**config.mk**
```make
export PLATFORM = sky130hd
export DESIGN_NAME = stable_filter
export DESIGN_NICKNAME = d
export VERILOG_FILES = /design/src/rtl/sequential_16bit_chk_pkg.sv /design/src/rtl/sequential_16bit_chk_stable_filter.sv
export SDC_FILE = /design/constraint.sdc
export NUM_CORES = 1
export LEC_CHECK = 0
export ABC_AREA = 1
export CAP_MARGIN = 20
export CORE_UTILIZATION = 45
export DETAILED_ROUTE_END_ITERATION = 16
export PLACE_DENSITY = 0.78
export SYNTH_ARGS = -nofsm -noshare
export SYNTH_HDL_FRONTEND = slang
export SYNTH_SLANG_ARGS = --single-unit
```
**constraint.sdc**
```tcl
create_clock -name clk -period 1.04 [get_ports clk]
set_clock_uncertainty 0.2 [all_clocks]
set_input_delay 0.208 -clock clk [delete_from_list [all_inputs] [get_ports clk]]
set_output_delay 0.208 -clock clk [all_outputs]
set_load 0.01 [all_outputs]
```
**src/rtl/sequential_16bit_chk_pkg.sv**
```systemverilog
// Shared types and constants for the
// 16-bit counter-pattern loop-back checker.
package sequential_16bit_chk_pkg;

   localparam int DW = 16;

   localparam logic [7:0] ERR_MAX = 8'hFF;

   typedef enum logic {
      ACQ,
      TRACK
   } state_t;

endpackage

```
**src/rtl/sequential_16bit_chk_stable_filter.sv**
```systemverilog
// Synchronizes an async bus and issues one accept
// strobe per value held stable long enough.
module stable_filter
   import sequential_16bit_chk_pkg::*;
#(
   parameter int W             = DW,
   parameter int STABLE_CYCLES = 4
) (
   input  logic         clk,
   input  logic         rst,
   input  logic [W-1:0] i_d,
   output logic         o_acc,
   output logic [W-1:0] o_val
);

   localparam int SW = $clog2(STABLE_CYCLES);
   localparam logic [SW-1:0] LAST = SW'(STABLE_CYCLES - 1);
   localparam logic [SW-1:0] PRE  = SW'(STABLE_CYCLES - 2);

   logic [W-1:0]  r_s1;
   logic [W-1:0]  r_s2;
   logic [W-1:0]  r_cand;
   logic [SW-1:0] r_stab;
   logic          r_acc;

   // Sync chain, candidate tracking, and a single strobe
   // when the stability count first hits its top value.
   always_ff @(posedge clk) begin
      if (rst) begin
         r_s1   <= '0;
         r_s2   <= '0;
         r_cand <= '0;
         r_stab <= '0;
         r_acc  <= 1'b0;
      end else begin
         r_s1  <= i_d;
         r_s2  <= r_s1;
         r_acc <= 1'b0;
         if (r_s2 != r_cand) begin
            r_cand <= r_s2;
            r_stab <= '0;
         end else if (r_stab != LAST) begin
            r_stab <= r_stab + 1'b1;
            r_acc  <= (r_stab == PRE);
         end
      end
   end

   assign o_acc = r_acc;
   assign o_val = r_cand;

endmodule

```
======== Yosys cells after proc, flatten, opt, wreduce, memory -nomap -nowiden ========
Cells that the tools add are included.
word-level totals
  register bits after elaboration ......... 51
  latch bits .............................. 0
  memory bits (writable) .................. 0
  bits in read-only memories .............. 0
  input port bits ......................... 18
  output and inout port bits .............. 17
  word-level logic and storage cells ...... 12
  memories ................................ 0
operators by class
  $add $sub $neg .......................... 1
  $mul .................................... 0
  div/mod/pow operators ................... 0
  $lt $le $gt $ge ......................... 0
  eq/ne operators ......................... 3
  shifts and indexed selects .............. 0
  multiplexer cells ....................... 0
  bitwise operators ....................... 1
  reductions and logical operators ........ 2
operator list
  operator                                                       count
  16-bit inequality test                                         1
  3-bit OR reduction                                             1
  2-bit by 1-bit adder with 2-bit output, second input constant  1
  2-bit equality test, second input constant                     1
  2-bit inequality test, second input constant                   1
  2-bit OR reduction                                             1
  1-bit NOT                                                      1

======== Longest topological paths before layout ========
  depth after elaboration ................. 3
  mapped depth ............................ 8
  depth with buffers taken out ............ 8

======== Worst setup path before layout ========
OpenSTA, ideal clock, no wires.
  path type ............................... reg2reg
  start point ............................. register r_cand[2], in the netlist o_val[2]
  end point ............................... register r_acc, in the netlist o_acc
  setup time .............................. 64 ps
  arrival time ............................ 919 ps
  required time ........................... 776 ps
  slack ................................... -143 ps
  stages on the path, launching flop included .. 9
  path buffers ............................ 0
  clock period less this slack ............ 1,183 ps
  cell sequence ........................... dfxtp_1 -> inv_1 -> nand2_1 -> nand2_1 -> nor2_1 -> nand2_1 -> nor2_2 -> nand3_2 -> nor2_1
between the ends
  word-level cells in the longest chain between the ends .. 2
ends and longest elaborated chain
  item                          RTL line                                  text
  start, declared               sequential_16bit_chk_stable_filter.sv:22  logic [W-1:0] r_cand;
  start signal, assigned        sequential_16bit_chk_stable_filter.sv:40  r_cand <= r_s2;
  16-bit inequality test        sequential_16bit_chk_stable_filter.sv:39  if (r_s2 != r_cand) begin
  3-bit OR reduction (no line)  --
  end signal, assigned          sequential_16bit_chk_stable_filter.sv:44  r_acc <= (r_stab == PRE);
  end, declared                 sequential_16bit_chk_stable_filter.sv:24  logic r_acc;
No other way between the ends.
A chain may end at the register's enable or synchronous reset.

======== Worst setup path in the final report ========
  start point ............................. register r_cand[12], in the netlist o_val[12]
  end point ............................... output port o_val[12]
RTL lines
  item           RTL line                                  text
  end, declared  sequential_16bit_chk_stable_filter.sv:13  output logic [W-1:0] o_val
No word-level cell between the ends.

==> flow_summary.yaml <==
status:
  outcome: "finished, violations left"
  violations: "setup timing"
final_layout:
  num-fill-cells: 314
  num-nets-final: 320
  final_layout_size_suffix_gt1_share_pct: 29.6
  area_delta_synth_final_pct: 42.8
  diodes: 0
  final_cell_area_um2: 2530
critical_path:
  crit_fanout: 3
  critPathRequiredTime_ns: 0.63
  critical_path_class: "flop to primary output"
  critical_path_startpoint_category: "flop"
  endpoint_of_the_most_critical_setup_path: "o_val[12]"
  reg2reg_setup_slack_ns: -0.24
  rr_endpoint: "r_stab[1]"
  capturing_element_type_of_the_critical_path: "primary output"
  regToRegStartpoint: "o_val[7]"
  worst-endpoint-arrival_ns: 0.88
  worst-r2r-cell-count: 8
  cp-startpoint: "o_val[12]"
power_and_ir_drop:
  power.static_leakage_nw: 1.26
  clockPowerShare_pct: 36.3
  powerDensity_nw_per_um2: 1500
  peakVddDrop_v: 0.00102
  net-switching-power_w: 0.000793
  power.switching_fraction_pct: 20.9
  comb_power_share_pct: 9.3
  total_power_w: 0.00380
  share_seq_of_total_power_pct: 54.5
  internal_power_w: 0.00301
detailed_routing:
  remaining_antenna_violation_count_after_routing: 0
  detail_route.wirelength_um: 2800
  drt_pass1_iterations: 4
  vias_per_cell: 3.93
  num_vias: 1373
  wl_per_cell_um: 8.03
  iteration_0_drc_markers: 40
  post-route-drc-count: 0
logic_synthesis:
  synthesized_nets: 260
  yosys_register_bits: 51
  yosys_warnings: 0
  synth_top_area_share_pct: 57.6
  synth-seq-area-share_pct: 57.6
  yosysUniqueCellTypes: 12
  postSynthCellCount: 240
  mappedNetlistArea_um2: 1770
  avgSynthCellArea_um2: 7.39
  synth.top_cells.by_area: "sky130_fd_sc_hd__dfxtp_1 (58%), sky130_fd_sc_hd__inv_1 (13%), sky130_fd_sc_hd__nor2_1 (13%), sky130_fd_sc_hd__nand2_1 (11%), sky130_fd_sc_hd__ha_1 (1.4%)"
  yosysTopAreaCell: "sky130_fd_sc_hd__dfxtp_1"
global_routing:
  overflow_left_after_global_routing: 0
  grt_pass1_wl_um: 4790
  grt_pass1_vias: 1235
  grt_start_max_net_pins: 21
  gr_util_all_layers_pct: 15.4
  grt_antenna_before_repair: 0
die:
  die_h_um: 64.8
  die_width_um: 64.8
  die_outline_area_um2: 4200
  coreArea_um2: 3720
  effective_utilization_at_floorplan_pct: 47.7
  top_level_ports: 35
  core.rowCount: 22
timing:
  rsz0062_at_grt: "true"
  slew_headroom_pct: 87.5
  finalCriticalPeriod_ns: 1.29
  max_freq_ghz: 0.777
  layout_setup_ws_ns: -0.248
  fin_worst_hold_slack_ns: 0.00466
  timing.final.hold_violations: 0
  final-setup-viol-count: 20
  final_min_period_over_clock_period_pct: 124
  drv_slew: 0
  worst_pin_slew_ns: 0.188
placed_design:
  hpwl_detailed_um: 1940
  port_buffers: 34
  dpl_cell_area_um2: 2330
  place.gp.congestion: 0.750
clock_tree:
  h-tree-depth: 2
  clock_latency_ns: 0.30
  path_clk_slew_ns: 0.09
  cts_root_buffer: "sky130_fd_sc_hd__clkbuf_8"
  tritoncts.num_buffers: 5
  cts.sink_count: 51
  clock_tree.buffer_depth: 2
  cts_tree: "yes"
  post_cts_hold_buffer_count: 0
min_path:
  hold_path_class: "input pin to flop"
job:
  cap_viol_max_count: 0
-- critical path, stage by stage, from the launching register on --
cell and delay, ns:
sky130_fd_sc_hd__dfxtp_2 0.34, sky130_fd_sc_hd__buf_4 0.13, sky130_fd_sc_hd__buf_6 0.11
-- power groups by stage --
stage | Clock [W] | Sequential [W] | Combinational [W]
finish | 0.00138 | 0.00207 | 0.000352
CTS | 0.00141 | 0.00207 | 0.000340
global route | 0.00150 | 0.00208 | 0.000399
floorplan | 0 | 0.00211 | 0.000157
detailed placement | 0 | 0.00211 | 0.000336
global placement | 0 | 0.00211 | 0.000331
-- worst min-delay path by stage --
stage,cells past startpoint,slack [ns],startpoint,endpoint
5_1_grt,2,0.007,rst,o_val[2]
4_1_cts,2,0.004,rst,o_val[2]
2_1_floorplan,2,0.11,i_d[0],r_s1[0]
6_report,2,0.005,rst,r_s2[2]
3_3_place_gp,2,0.19,r_s1[6],r_s2[6]
3_5_place_dp,2,0.19,r_s1[6],r_s2[6]
-- layout make-up --
class	instances	area, um^2	share of cell area (%)
sequential	51	1050	41.6
timing repair buffer	58	563	22.2
multi-input combinational	118	490	19.4
inverter	66	248	9.79
clock buffer	6	82.6	3.26
tap	48	60.1	2.37
clock inverter	2	35.0	1.38
-- state kept, by name, summed over array words and instances (netlist names) --
name and flops:
o_acc 1, r_stab 2, r_s1 16, o_val 16, r_s2 16
-- synth_stat cells --
cell type                  instances
sky130_fd_sc_hd__inv_1            60
sky130_fd_sc_hd__nor2_1           60
sky130_fd_sc_hd__dfxtp_1          51
sky130_fd_sc_hd__nand2_1          50
sky130_fd_sc_hd__inv_2             6
sky130_fd_sc_hd__clkbuf_1          3
sky130_fd_sc_hd__buf_2             2
sky130_fd_sc_hd__ha_1              2
sky130_fd_sc_hd__nor2_2            2
sky130_fd_sc_hd__xor2_1            2
sky130_fd_sc_hd__a21oi_1           1
sky130_fd_sc_hd__nand3_2           1
-- timing repair --
| action | CTS | global route |
|---|---|---|
| setup endpoints to repair | 20 | 20 |
| endpoints found under the hold margin | 0 | 0 |
| gates cloned | 0 | 0 |
| gates resized for setup | 87 | 14 |
| pin swaps | 2 | 5 |
| setup buffers | 0 | 6 |
-- metal layers --
| layer | vias to the layer above | track usage (%) | wire, um |
|---|---|---|---|
| li1 | 775 | - | - |
| met1 | 570 | 15.9 | 1280 |
| met2 | 23 | 27.7 | 1360 |
| met3 | 5 | 3.70 | 94 |
| met4 | 0 | 9.17 | 65 |
| met5 | - | 0 | 0 |
-- placed cells by master, fill, tap and decap left out --
| master | Yosys | final |
|---|---|---|
| sky130_fd_sc_hd__buf_2 | 2 | 2 |
| sky130_fd_sc_hd__nand2_1 | 50 | 48 |
| sky130_fd_sc_hd__xor2_1 | 2 | 2 |
| sky130_fd_sc_hd__buf_12 | 0 | 2 |
| sky130_fd_sc_hd__buf_4 | 0 | 20 |
| sky130_fd_sc_hd__nand3_2 | 1 | 1 |
| sky130_fd_sc_hd__dfxtp_1 | 51 | 26 |
| sky130_fd_sc_hd__nor2_2 | 2 | 3 |
| sky130_fd_sc_hd__nand2_2 | 0 | 2 |
| sky130_fd_sc_hd__clkdlybuf4s50_1 | 0 | 16 |
| sky130_fd_sc_hd__inv_1 | 60 | 58 |
| sky130_fd_sc_hd__a21oi_1 | 1 | 1 |
| sky130_fd_sc_hd__inv_2 | 6 | 8 |
| sky130_fd_sc_hd__buf_6 | 0 | 18 |
| sky130_fd_sc_hd__clkbuf_8 | 0 | 6 |
| sky130_fd_sc_hd__clkinv_2 | 0 | 1 |
| sky130_fd_sc_hd__dfxtp_2 | 0 | 25 |
| sky130_fd_sc_hd__ha_1 | 2 | 2 |
| sky130_fd_sc_hd__nor2_1 | 60 | 59 |
| sky130_fd_sc_hd__bufinv_16 | 0 | 1 |
-- stage by stage --
| step | utilization (%) | setup WS [ns] | std cells | setup TNS, ns |
|---|---|---|---|---|
| 4_1_cts | 66.1 | -0.224 | 343 | -2.77 |
| 3_3_place_gp | 62.6 | -0.233 | 335 | -4.13 |
| 3_5_place_dp | 62.6 | -0.252 | 335 | -4.30 |
| 6_report | 68.1 | -0.248 | 349 | -3.29 |
| 5_1_grt | 68.1 | -0.325 | 349 | -4.10 |
| 2_1_floorplan | - | -0.100 | 240 | -0.291 |
-- logic make-up after synthesis --
| logic type | count (synthesis) | synth area share, % |
|---|---|---|
| flip-flops | 51 | 57.6 |
| buffers and inverters | 71 | 15.2 |
| AO/OA/AOI/OAI | 1 | 0.282 |
| AND/OR/NAND/NOR | 113 | 24.6 |
| adder cells (fa/ha/maj) | 2 | 1.41 |
| XOR/XNOR | 2 | 0.988 |
No activity file was read; power rests on OpenSTA's default activity.
==> patch 1: new RTL, config.mk and constraints unchanged <==
Register the output `o_val` once more, cleared by the reset; this adds one clock of latency there. The other outputs are not delayed to match.
--- a/src/rtl/sequential_16bit_chk_stable_filter.sv
+++ b/src/rtl/sequential_16bit_chk_stable_filter.sv
@@ -47,7 +47,13 @@
    end
 
    assign o_acc = r_acc;
-   assign o_val = r_cand;
+   always_ff @(posedge clk) begin
+      if (rst) begin
+         o_val <= '0;
+      end else begin
+         o_val <= r_cand;
+      end
+   end
 
 endmodule
 
Function: changed (a bounded check fails within 4 cycles, from zero or initial values and one cycle with rst high).
==> patch 1 against the original RTL <==
The flow finishes with violations (DRC, setup timing); worst hold slack gained 0.013 ns; critical path type is now reg -> reg; synthesized area increased by 22%; worst setup slack better by 0.0076 ns; wire length rose by 9.1%; power increased by 26%; final area increased by 15%; combinational power down 1%; sequential cell count grew 16; sequential power grew 30%.
==> patch 1: results (changes against the original RTL) <==
run_status:
  outcome: "finished with violations"  # unchanged
  violations: "DRC, setup timing"  # was setup timing
clock_tree:
  cts.htree.levels: 3  # was 2
  clk_pin_slew_worst_paths_ns: 0.07  # was 0.09 ns
  clock_latency_ns: 0.32  # was 0.30 ns
  cts_buffers: 9  # was 5
sta:
  maxSlewHeadroom_pct: 83.2  # was 87.5%
  worst_slack_ns: -0.240  # was -0.248 ns
  hold_ws_ns: 0.0173  # was 0.00466 ns
  setup_violations: 20  # unchanged
grt:
  gr-usage-met3_pct: 7.03  # was 3.70%
  grt_pass1_wl_mm: 5.54  # was 4.79 mm
  grt_util_all_layers_pct: 14.1  # was 15.4%
  grt_use_met1_pct: 15.6  # was 15.9%
placed_design:
  hpwl_mm: 2.09  # was 1.94 mm
  dp_slack_ns: -0.251  # was -0.252 ns
  postPlaceCellArea_um2: 2790  # was 2330 um2
  dp_cells: 382  # was 335
  gp_congestion: 0.689  # was 0.750
route:
  drc: 2  # was 0
  drt-initial-drc-count: 36  # was 40
synthesis:
  ys_top_cells_by_area: "dfxtp_1 (62%), nor2_1 (13%), inv_1 (12%)"  # was dfxtp_1 (58%), inv_1 (13%), nor2_1 (13%)
  syn_nets: 295  # was 260
  synth.distinct_cells: 11  # was 12
  synth_common_cells: "nor2_1 (77), dfxtp_1 (67), inv_1 (67)"  # was inv_1 (60), nor2_1 (60), dfxtp_1 (51)
  synth.avg_cell_area_um2: 7.88  # was 7.39 um2
  yosysSeqAreaShare_pct: 61.9  # was 57.6%
worst_setup_path:
  r2r_end: "r_stab[0]"  # was r_stab[1]
  path_delay_family: "simple AND/OR/NAND/NOR gates"  # was flip-flops
  r2r_start: "r_cand[8]"  # was o_val[7]
  cp.arrival_ns: 1.33  # was 0.88 ns
worst_hold_path:
  min_to: "r_cand[1]"  # was r_s2[2]
finish:
  stdcell_count: 398  # was 349
  fill_cells: 383  # was 314
  layout-drive-gt1-share_pct: 28.0  # was 29.6%
  layout.nets: 362  # was 320
power:
  p_leak_nw: 1.46  # was 1.26 nW
  intPower_mw: 3.75  # was 3.01 mW
## patch 1: cell count changes after synthesis
cell      change
buf_2         +4
clkbuf_1      -2
dfxtp_1      +16
inv_1         +7
inv_2         -6
nor2_1       +17
nor2_2        -1
## patch 1: final cells by class
cell class,instances,share of cell area (%)
Inverter,67,8.62
Clock buffer,12,4.98
Sequential cell,67,47.0
Tap cell,52,2.23
Timing Repair Buffer,63,17.8
Clock inverter,3,0.515
Multi-Input combinational cell,134,18.9
## patch 1: cell families (layout without fill, tap and decap cells)
group,count (synthesis),after routing,share of synthesized area [%]
buf+inv,74,145,13.2
compound gates,1,1,0.231
flops,67,67,61.9
xor+xnor,2,2,0.808
fa+ha+maj,2,2,1.15
simple gates,129,129,22.7
## patch 1: power groups by stage
stage / logic [mW] / registers [mW] / clock network, mW
6_report: 0.348 / 2.69 / 1.76
5_1_grt: 0.397 / 2.70 / 1.94
4_1_cts: 0.346 / 2.69 / 1.82
3_5_place_dp: 0.354 / 2.74 / 0
3_3_place_gp: 0.344 / 2.74 / 0
2_1_floorplan: 0.171 / 2.74 / 0
## patch 1: what timing repair did
item	CTS	global route
gates resized for setup	74	23
buffers inserted	0	1
pin swaps	3	13
endpoints found under the setup margin	20	20
## patch 1: how the worst max path moves through the flow
stage                            to  depth (start not counted)  startpoint  slack [ns]
after floorplan           r_stab[1]                          5   r_stab[0]       -0.07
after global placement        o_acc                          8   r_cand[4]       -0.22
after detailed placement      o_acc                          8     r_s2[8]       -0.25
after CTS                     o_acc                          8   r_cand[8]       -0.26
after global routing      r_stab[0]                          8   r_cand[7]       -0.32
final                     r_stab[0]                          8   r_cand[8]       -0.24
## patch 1: routing by layer
metal,part of all wire [%],vias up
met5,0,-
met4,0.78,0
met3,6.0,5
met2,46,29
met1,47,658
li1,-,894
==> patch 2: new RTL, same flow settings <==
Made on the original files. `STABLE_CYCLES`: 4 -> 8.
--- a/src/rtl/sequential_16bit_chk_stable_filter.sv
+++ b/src/rtl/sequential_16bit_chk_stable_filter.sv
@@ -4,7 +4,7 @@
    import sequential_16bit_chk_pkg::*;
 #(
    parameter int W             = DW,
-   parameter int STABLE_CYCLES = 4
+   parameter int STABLE_CYCLES = 8
 ) (
    input  logic         clk,
    input  logic         rst,
Behaviour: not the same (Yosys sat finds a counterexample within 4 cycles, from zero or initial values and one cycle with rst high).
==> patch 2 against the original RTL <==
The run still ends with setup timing left; power decreased by 0.82%; synthesized area grew 2.7%; maximum frequency is 0.12% higher; final area stayed put; worst setup slack gained 0.0016 ns; non-clock buffer count decreased by 7; wire length grew 2.7%; sequential cell count increased by 1; die area rose by 2.6%; largest cell class unchanged.
==> patch 2: results (changes against the original RTL) <==
run_status:
  outcome: "finished with violations"  # unchanged
  violations: "setup timing"  # unchanged
sta:
  hold_ws_ns: 0.126  # was 0.00466 ns
  worst_slack_ns: -0.246  # was -0.248 ns
  worstMarginPinSlew_ns: 0.170  # was 0.188 ns
  setup_violations: 21  # was 20
  tns_ns: -3.10  # was -3.29 ns
synthesis:
  syn_nets: 264  # was 260
  synth.distinct_cells: 14  # was 12
  synth_common_cells: "inv_1 (63), nor2_1 (61), dfxtp_1 (52)"  # was inv_1 (60), nor2_1 (60), dfxtp_1 (51)
  ys_top_cells_by_area: "dfxtp_1 (57%), inv_1 (13%), nor2_1 (13%)"  # was dfxtp_1 (58%), inv_1 (13%), nor2_1 (13%)
  yosysSeqAreaShare_pct: 57.2  # was 57.6%
worst_setup_path:
  cp.arrival_ns: 1.33  # was 0.88 ns
  r2r_end: "r_stab[1]"  # unchanged
  critPathLaunch: "r_s2[12]"  # was o_val[12]
  cp_max_fo: 4  # was 3
  max_stage_delay_ns: 0.34  # about the same
  path_delay_family: "simple AND/OR/NAND/NOR gates"  # was flip-flops
placed_design:
  gp_congestion: 0.723  # was 0.750
  hpwl_mm: 2.19  # was 1.94 mm
route:
  route.vias.total: 1437  # was 1373
  drt-initial-drc-count: 72  # was 40
  wirelength_mm: 2.88  # was 2.80 mm
finish:
  fill_cells: 327  # was 314
  layout-drive-gt1-share_pct: 25.9  # was 29.6%
  layout.nets: 317  # was 320
  final_util_pct: 67.1  # was 68.1%
worst_hold_path:
  hold_path_depth: 3  # was 2
  worstHoldPathType: "in -> reg"  # unchanged
  min_to: "o_val[15]"  # was r_s2[2]
grt:
  grt_max_degree: 25  # was 21
clock_tree:
  cts.path.max_buffers: 2  # unchanged
power:
  vdd_drop_max_uv: 1290  # was 1020 uV
  p_leak_nw: 1.23  # was 1.26 nW
-- patch 2: metal layers --
layer / GRT usage [%] / up-vias / part of all wire (%)
met1: 15.0 / 633 / 42
met3: 7.12 / 6 / 4.7
met4: 4.89 / 0 / 1.3
li1: - / 773 / -
met2: 31.1 / 25 / 52
met5: 0 / - / 0
-- patch 2: kinds of logic after synthesis --
group | count (synthesis) | synth area share (%)
adders and majority gates | 3 | 2.06
muxes | 1 | 0.550
xor gates and xnor gates | 2 | 0.962
DFF | 52 | 57.2
buffers and inverters | 70 | 14.6
AOI/OAI and AO/OA | 1 | 0.275
and+or+nand+nor | 114 | 24.3
-- patch 2: worst max path at each step --
stage          slack (ns)        end
2_1_floorplan       -0.11  r_stab[0]
5_1_grt             -0.40  r_stab[0]
4_1_cts             -0.25  r_stab[2]
3_5_place_dp        -0.26  r_stab[2]
3_3_place_gp        -0.22  o_val[10]
6_report            -0.25  r_stab[1]
-- patch 2: area by class of cell --
type                    instances  area [um2]  area share, %
repair buffers                 51         502           19.8
inverters                      65         244           9.64
clock inverters                 2        35.0           1.38
clock buffers                   6        72.6           2.87
flip-flops and latches         52        1070           42.4
multi-input cells             121         546           21.6
well taps                      48        60.1           2.37
-- patch 2: worst min-delay path, stage by stage --
cell    delay, ns
buf_2        0.16
buf_12       0.17
nor2_1       0.05
-- patch 2: timing repair --
| item | 4_1_cts | 5_1_grt |
|---|---|---|
| hold endpoints to repair | 1 | 0 |
| gates resized for setup | 86 | 12 |
| gates cloned | 0 | 0 |
| hold buffers | 1 | 0 |
| setup endpoints to repair | 21 | 21 |
| pin swaps | 5 | 8 |
-- patch 2: per-stage QoR --
step                power (mW)  area, um2  instances  setup WS, ns
finish                    3.77       2530        345        -0.246
global placement          2.47       2380        336        -0.224
detailed placement        2.48       2380        336        -0.261
CTS                       3.82       2500        345        -0.247
global route              3.97       2530        345        -0.395
floorplan                 2.31       1870        243        -0.115
-- patch 2: power groups by stage --
| stage | sequential (mW) | clock [mW] | combinational [mW] |
|---|---|---|---|
| floorplan | 2.15 | 0 | 0.157 |
| global placement | 2.15 | 0 | 0.323 |
| detailed placement | 2.15 | 0 | 0.332 |
| CTS | 2.11 | 1.38 | 0.336 |
| global route | 2.12 | 1.47 | 0.379 |
| finish | 2.11 | 1.33 | 0.331 |
